<file path="src/rtl/iter_divider_pkg.sv">
// rtl/iter_divider_pkg.sv - shared constants and state encodings for the iterative divider
//
// Purpose: width of the team prefix adder (INPUTSIZE) and the divider FSM
//          state encoding used by iter_divider and div_sub_step.
// Ports:   none (package).
package iter_divider_pkg;

  // Width of the prefix adder; the divider WIDTH must match it.
  localparam int INPUTSIZE = 32;

  typedef enum logic [1:0] {
    DIV_IDLE = 2'd0,
    DIV_RUN  = 2'd1,
    DIV_FIX  = 2'd2,
    DIV_DONE = 2'd3
  } div_state_t;

endpackage

</file>
<file path="src/rtl/div_sub_step.sv">
// rtl/div_sub_step.sv - prefix adder configured as an (a - b) subtractor
//
// Purpose: one trial subtract per divider step, a + ~b + 1.
// Ports:   a         in   WIDTH  minuend
//          b         in   WIDTH  subtrahend
//          diff      out  WIDTH  a - b (wraps)
//          carry_out out  1      1 when a >= b (no borrow)
module div_sub_step
  import iter_divider_pkg::*;
#(
  parameter int WIDTH = INPUTSIZE
) (
  input  logic [WIDTH-1:0] a,
  input  logic [WIDTH-1:0] b,
  output logic [WIDTH-1:0] diff,
  output logic             carry_out
);

  // B inverted with carry-in of one; the adder's carry-out is the not-borrow flag.
  always_comb begin
    {carry_out, diff} = {1'b0, a} + {1'b0, ~b} + {{WIDTH{1'b0}}, 1'b1};
  end

endmodule

</file>
<file path="src/rtl/iter_divider.sv">
// rtl/iter_divider.sv - multi-cycle radix-2 restoring divider for DIV/DIVU/REM/REMU
//
// Purpose: divides dividend by divisor over WIDTH restoring steps plus a sign
//          fix-up cycle; divide-by-zero and signed overflow resolve at accept.
// Ports:   clk, rst_n               clock, async active-low reset
//          in_valid/in_ready        operand handshake (ready only in IDLE)
//          dividend, divisor        operands, sampled at accept only
//          is_signed                1 = DIV/REM, 0 = DIVU/REMU
//          flush                    kill in-flight op, back to IDLE
//          out_valid/out_ready      result handshake
//          quotient, remainder      result, stable while out_valid
module iter_divider
  import iter_divider_pkg::*;
#(
  parameter int WIDTH = INPUTSIZE,
  parameter int CNT_W = 6
) (
  input  logic             clk,
  input  logic             rst_n,
  input  logic             in_valid,
  output logic             in_ready,
  input  logic [WIDTH-1:0] dividend,
  input  logic [WIDTH-1:0] divisor,
  input  logic             is_signed,
  input  logic             flush,
  output logic             out_valid,
  input  logic             out_ready,
  output logic [WIDTH-1:0] quotient,
  output logic [WIDTH-1:0] remainder
);

  div_state_t       state, state_n;
  logic             valid_q, valid_n;
  logic [CNT_W-1:0] cnt, cnt_n;
  logic [WIDTH-1:0] rem_q, rem_n;
  logic [WIDTH-1:0] quo_q, quo_n;
  logic [WIDTH-1:0] dvs_q, dvs_n;
  logic             neg_quo, neg_quo_n;
  logic             neg_rem, neg_rem_n;

  logic             accept;
  logic             a_neg, b_neg;
  logic [WIDTH-1:0] a_abs, b_abs;
  logic             div_zero, sgn_ovf;
  logic [WIDTH-1:0] rem_sh, trial;
  logic             carry, take;

  assign in_ready  = (state == DIV_IDLE);
  assign out_valid = valid_q;
  assign quotient  = quo_q;
  assign remainder = rem_q;
  assign accept    = in_valid && in_ready && !flush;

  assign a_neg    = is_signed && dividend[WIDTH-1];
  assign b_neg    = is_signed && divisor[WIDTH-1];
  assign a_abs    = a_neg ? (~dividend + 1'b1) : dividend;
  assign b_abs    = b_neg ? (~divisor + 1'b1) : divisor;
  assign div_zero = (divisor == '0);
  assign sgn_ovf  = is_signed && (dividend == {1'b1, {(WIDTH-1){1'b0}}}) && (divisor == '1);

  assign rem_sh = {rem_q[WIDTH-2:0], quo_q[WIDTH-1]};

  div_sub_step #(.WIDTH(WIDTH)) u_sub (
    .a         (rem_sh),
    .b         (dvs_q),
    .diff      (trial),
    .carry_out (carry)
  );

  // The shifted remainder really has WIDTH+1 bits. If the bit shifted out was
  // set, the partial remainder is >= 2**WIDTH > divisor, so the subtract
  // always succeeds and the wrapped WIDTH-bit difference is exact.
  assign take = carry || rem_q[WIDTH-1];

  always_ff @(posedge clk or negedge rst_n) begin
    if (!rst_n) begin
      state   <= DIV_IDLE;
      valid_q <= 1'b0;
      cnt     <= '0;
      rem_q   <= '0;
      quo_q   <= '0;
      dvs_q   <= '0;
      neg_quo <= 1'b0;
      neg_rem <= 1'b0;
    end else begin
      state   <= state_n;
      valid_q <= valid_n;
      cnt     <= cnt_n;
      rem_q   <= rem_n;
      quo_q   <= quo_n;
      dvs_q   <= dvs_n;
      neg_quo <= neg_quo_n;
      neg_rem <= neg_rem_n;
    end
  end

  always_comb begin
    state_n   = state;
    valid_n   = valid_q;
    cnt_n     = cnt;
    rem_n     = rem_q;
    quo_n     = quo_q;
    dvs_n     = dvs_q;
    neg_quo_n = neg_quo;
    neg_rem_n = neg_rem;

    case (state)
      DIV_IDLE: begin
        if (accept) begin
          neg_quo_n = 1'b0;
          neg_rem_n = 1'b0;
          cnt_n     = '0;
          if (div_zero) begin
            quo_n   = '1;
            rem_n   = dividend;
            state_n = DIV_DONE;
          end else if (sgn_ovf) begin
            quo_n   = dividend;
            rem_n   = '0;
            state_n = DIV_DONE;
          end else begin
            quo_n     = a_abs;
            rem_n     = '0;
            dvs_n     = b_abs;
            neg_quo_n = a_neg ^ b_neg;
            neg_rem_n = a_neg;
            state_n   = DIV_RUN;
          end
        end
      end
      DIV_RUN: begin
        rem_n = take ? trial : rem_sh;
        quo_n = {quo_q[WIDTH-2:0], take};
        cnt_n = cnt + 1'b1;
        if (cnt == CNT_W'(WIDTH - 1)) begin
          state_n = DIV_FIX;
        end
      end
      DIV_FIX: begin
        quo_n   = neg_quo ? (~quo_q + 1'b1) : quo_q;
        rem_n   = neg_rem ? (~rem_q + 1'b1) : rem_q;
        state_n = DIV_DONE;
      end
      DIV_DONE: begin
        // out_valid is registered: it rises on the cycle after DONE is entered.
        if (!valid_q) begin
          valid_n = 1'b1;
        end else if (out_ready) begin
          valid_n = 1'b0;
          state_n = DIV_IDLE;
        end
      end
      default: state_n = DIV_IDLE;
    endcase

    if (flush) begin
      state_n = DIV_IDLE;
      valid_n = 1'b0;
    end
  end

endmodule

</file>
<file path="config.mk">
export PLATFORM = sky130hd
export DESIGN_NAME = iter_divider
export DESIGN_NICKNAME = d
export VERILOG_FILES = /design/src/rtl/iter_divider_pkg.sv /design/src/rtl/div_sub_step.sv /design/src/rtl/iter_divider.sv
export SDC_FILE = /design/constraint.sdc
export NUM_CORES = 1
export LEC_CHECK = 0
export CAP_MARGIN = 25
export CORE_UTILIZATION = 50
export DETAILED_ROUTE_END_ITERATION = 12
export GPL_TIMING_DRIVEN = 0
export PLACE_DENSITY_LB_ADDON = 0.1
export SLEW_MARGIN = 40
export SYNTH_ARGS = -nofsm -noshare
export SYNTH_HDL_FRONTEND = slang
export SYNTH_SLANG_ARGS = --single-unit
export TNS_END_PERCENT = 50
</file>
<file path="constraint.sdc">
create_clock -name clk -period 3.6 [get_ports clk]
set_input_delay 1.08 -clock clk [delete_from_list [all_inputs] [get_ports clk]]
set_output_delay 1.08 -clock clk [all_outputs]
set_load 0.01 [all_outputs]
</file>
==> flow_metrics.py <==
metrics = {
    "status": {
        "status": "finished, final reports clean",
    },
    "routing": {
        "via_per_inst": 6.10,
        "wirelength_um": 34900,
        "route.detailed.drc": 0,
        "wl_per_cell_um": 19.5,
        "initialDrtViolationCount": 982,
        "ant_nets": 0,
        "num_vias": 10900,
        "dr.pass1.iters": 6,
    },
    "hold_path": {
        "holdPathEnd": "neg_quo",
        "min_from": "neg_quo",
        "worstHoldPathType": "flop to flop",
        "min_path_cells": 2,
    },
    "cells_and_area": {
        "fin_util_pct": 63.9,
        "layout.nets": 1630,
        "area_growth_pct": 24.7,
        "design_area_sq_um": 12500,
        "n_antenna_cell": 0,
        "layout-drive-gt1-share_pct": 9.99,
    },
    "yosys": {
        "synthesis.area_sq_um": 10000,
        "async_flop_share_pct": 100,
        "synth_seq_cells": 107,
        "yosys_warnings": 0,
        "post-synth-top-count-cell": "a21oi_1",
        "synth.distinct_cells": 72,
        "synth_common_cells": "169 x a21oi_1, 150 x nand2_1, 125 x nor2_1",
        "synth_fp_nets": 1465,
        "netlist.top_cell.by_area": "dfrtp_1",
        "synthTopCellsByArea": "dfrtp_1 27%, a21oi_1 8.4%, xnor2_1 6.2%",
        "synth_edf_count": 0,
        "seq_area_frac_synth_pct": 26.7,
        "yosysTopAreaCellShare_pct": 26.7,
        "synth_cells": 1352,
        "synth_ff_type": "dfrtp_1",
        "syn_avg_cell_area_sq_um": 7.43,
    },
    "clocking": {
        "worstSkewPairLatency_ns": 0.36,
        "clock-root-buffer": "clkbuf_16",
        "cts_tree": "built",
        "hold_buffers": 0,
        "cts-htree-levels": 3,
        "clock-sinks": 107,
        "clk_path_buf_depth": 2,
        "clk_pin_slew_ns": 0.08,
        "cts_buffers": 9,
    },
    "critical_path": {
        "crit_arrival_ns": 3.80,
        "cp-start-kind": "primary input",
        "crit_required_ns": 3.85,
        "path_class": "primary input to flop",
        "critPathMaxFanout": 7,
        "rr_worst_depth": 12,
        "critPathLaunch": "dividend[3]",
        "r2r_setup_slack_ns": 0.11,
        "rr_startpoint": "remainder[17]",
        "reg2reg_to": "remainder[9]",
        "endpoint_kind": "flop",
    },
    "sta": {
        "finalMaxSlewViolations": 0,
        "setup_viol": 0,
        "finalCritPeriodShare_pct": 98.3,
        "tns_ns": 0,
        "rsz0062_at_grt": "yes",
        "layout_min_cycle_time_ns": 3.54,
        "timing.final.ws_setup_ns": 0.0595,
        "tightest_slew_ns": 0.767,
        "slew_headroom_pct": 48.9,
        "fmax_mhz": 282,
        "finClkSkew_ns": 0.0100,
        "finalHoldViolCount": 0,
    },
    "grt": {
        "antenna_found_initial": 0,
        "grt_pass1_wl_um": 54000,
        "grt_use_total_pct": 34.1,
        "grt_max_degree": 58,
        "grt_pass1_vias": 10200,
        "grt_overflow": 0,
    },
    "placement": {
        "dp_hpwl_um": 26600,
        "placed_area_sq_um": 11800,
        "pre_cts_slack_ns": -1.21,
        "gp_congestion": 0.954,
        "io_buffers": 134,
    },
    "die": {
        "core_area_sq_um": 19600,
        "core.rowCount": 51,
        "die_area_sq_um": 20700,
        "initial_core_util_pct": 51.3,
        "die_width_um": 144,
        "pin_count": 136,
        "die_h_um": 144,
    },
    "pwr": {
        "p_per_area_nw_per_um2": 1020,
        "clockPowerShare_pct": 8.0,
        "p_sw_share_pct": 52.2,
        "cellInternalPower_mw": 6.10,
        "power_mw": 12.8,
        "power.switching_mw": 6.65,
        "p_leak_nw": 5.26,
        "ir_drop_mv": 0.325,
        "p_comb_share_pct": 71.3,
        "seqPwrFrac_pct": 20.7,
    },
    "job": {
        "drv_cap": 0,
    },
}
logic make-up (layout without fill, tap and decap cells):
kind of cell / after synthesis / count (layout) / share of synthesized area (%)
multiplexers: 16 / 16 / 1.66
XOR/XNOR: 121 / 121 / 10.6
flip-flops: 107 / 107 / 26.7
AO/OA/AOI/OAI: 455 / 455 / 27.4
adder cells (fa/ha/maj): 43 / 43 / 5.43
buffers and inverters: 134 / 302 / 5.26
AND/OR/NAND/NOR: 476 / 477 / 23.1
state kept, by name (all words and copies together) (netlist names):
| signal | count |
|---|---|
| cnt | 6 |
| dvs_q | 32 |
| neg_quo | 1 |
| neg_rem | 1 |
| out_valid | 1 |
| quotient | 32 |
| remainder | 32 |
| state | 2 |
power by group through the flow:
stage | Sequential, mW | Combinational, mW | Clock [mW]
floorplan | 2.53 | 5.96 | 0
global placement | 2.62 | 8.70 | 0
detailed placement | 2.63 | 8.79 | 0
CTS | 2.61 | 8.89 | 1.03
global route | 2.73 | 9.98 | 1.07
finish | 2.64 | 9.09 | 1.03
per-stage QoR:
stage / hold slack [ns] / instances
after floorplan: 0.452 / 1352
after global placement: 0.463 / 1751
after detailed placement: 0.475 / 1752
after CTS: 0.491 / 1778
after global routing: 0.547 / 1786
final: 0.503 / 1786
critical path, stage by stage:
cell and delay [ns]:
clkdlybuf4s15_2 0.23, or4_4 0.44, buf_4 0.16, nor4_1 0.51, nand2b_1 0.24, or3_4 0.41, o41ai_2 0.26, xor2_1 0.19
a21oi_1 0.08, a21o_1 0.18
timing repair:
| item | in CTS | in global routing |
|---|---|---|
| setup buffers | 12 | 9 |
| resized for setup | 70 | 76 |
| setup endpoints to repair | 99 | 97 |
| cloned | 2 | 0 |
| pin swaps | 16 | 13 |
| hold endpoints to repair | 0 | 0 |
cell usage in the layout, fill, tap and decap left out, drive strengths merged, types with 6 or more instances in the layout:
master and n:
a21oi 169, a21o 34, and2 7, xor2 50, a22o 6, o21ai 123, buf 32, dlymetal6s2s 11
dfrtp 107, a31oi 10, nor4 22, nand3 22, clkdlybuf4s50 109, mux2i 11, xnor2 71, o211ai 13
o31ai 15, or2 7, nor3 54, a211oi 14, nand2 150, clkbuf 78, ha 42, inv 62
nand4 10, nor2 126, a221oi 15, nand2b 21, or4 14, and3 9, or3 16, o41ai 10
metal layers:
| layer | GRT usage (%) | share of wire [%] | up-vias | wire (um) |
|---|---|---|---|---|
| met4 | 16.5 | 4.6 | 0 | 1590 |
| met1 | 41.8 | 40 | 5052 | 13900 |
| met3 | 4.37 | 7.5 | 110 | 2620 |
| met2 | 58.9 | 48 | 541 | 16700 |
| li1 | - | - | 5196 | - |
| met5 | 0 | 0 | - | 0 |
how the worst max path moves through the flow:
stage | end | slack, ns | cells past startpoint
final | quotient[27] | 0.06 | 10
after global routing | remainder[28] | -0.07 | 10
after CTS | quotient[27] | -0.06 | 12
after detailed placement | quotient[5] | -1.21 | 10
after global placement | dvs_q[5] | -2.87 | 1
after floorplan | quotient[17] | -0.01 | 11
cell type report:
class / count / area [sq um]
multi-input combinational: 1112 / 7140
buffer: 68 / 334
fill: 1801 / 7070
tap: 265 / 332
inverter: 62 / 233
sequential: 107 / 2680
clock inverter: 5 / 55.1
timing repair buffer: 157 / 1530
clock buffer: 10 / 229
Power figures use the tool's default switching activity.
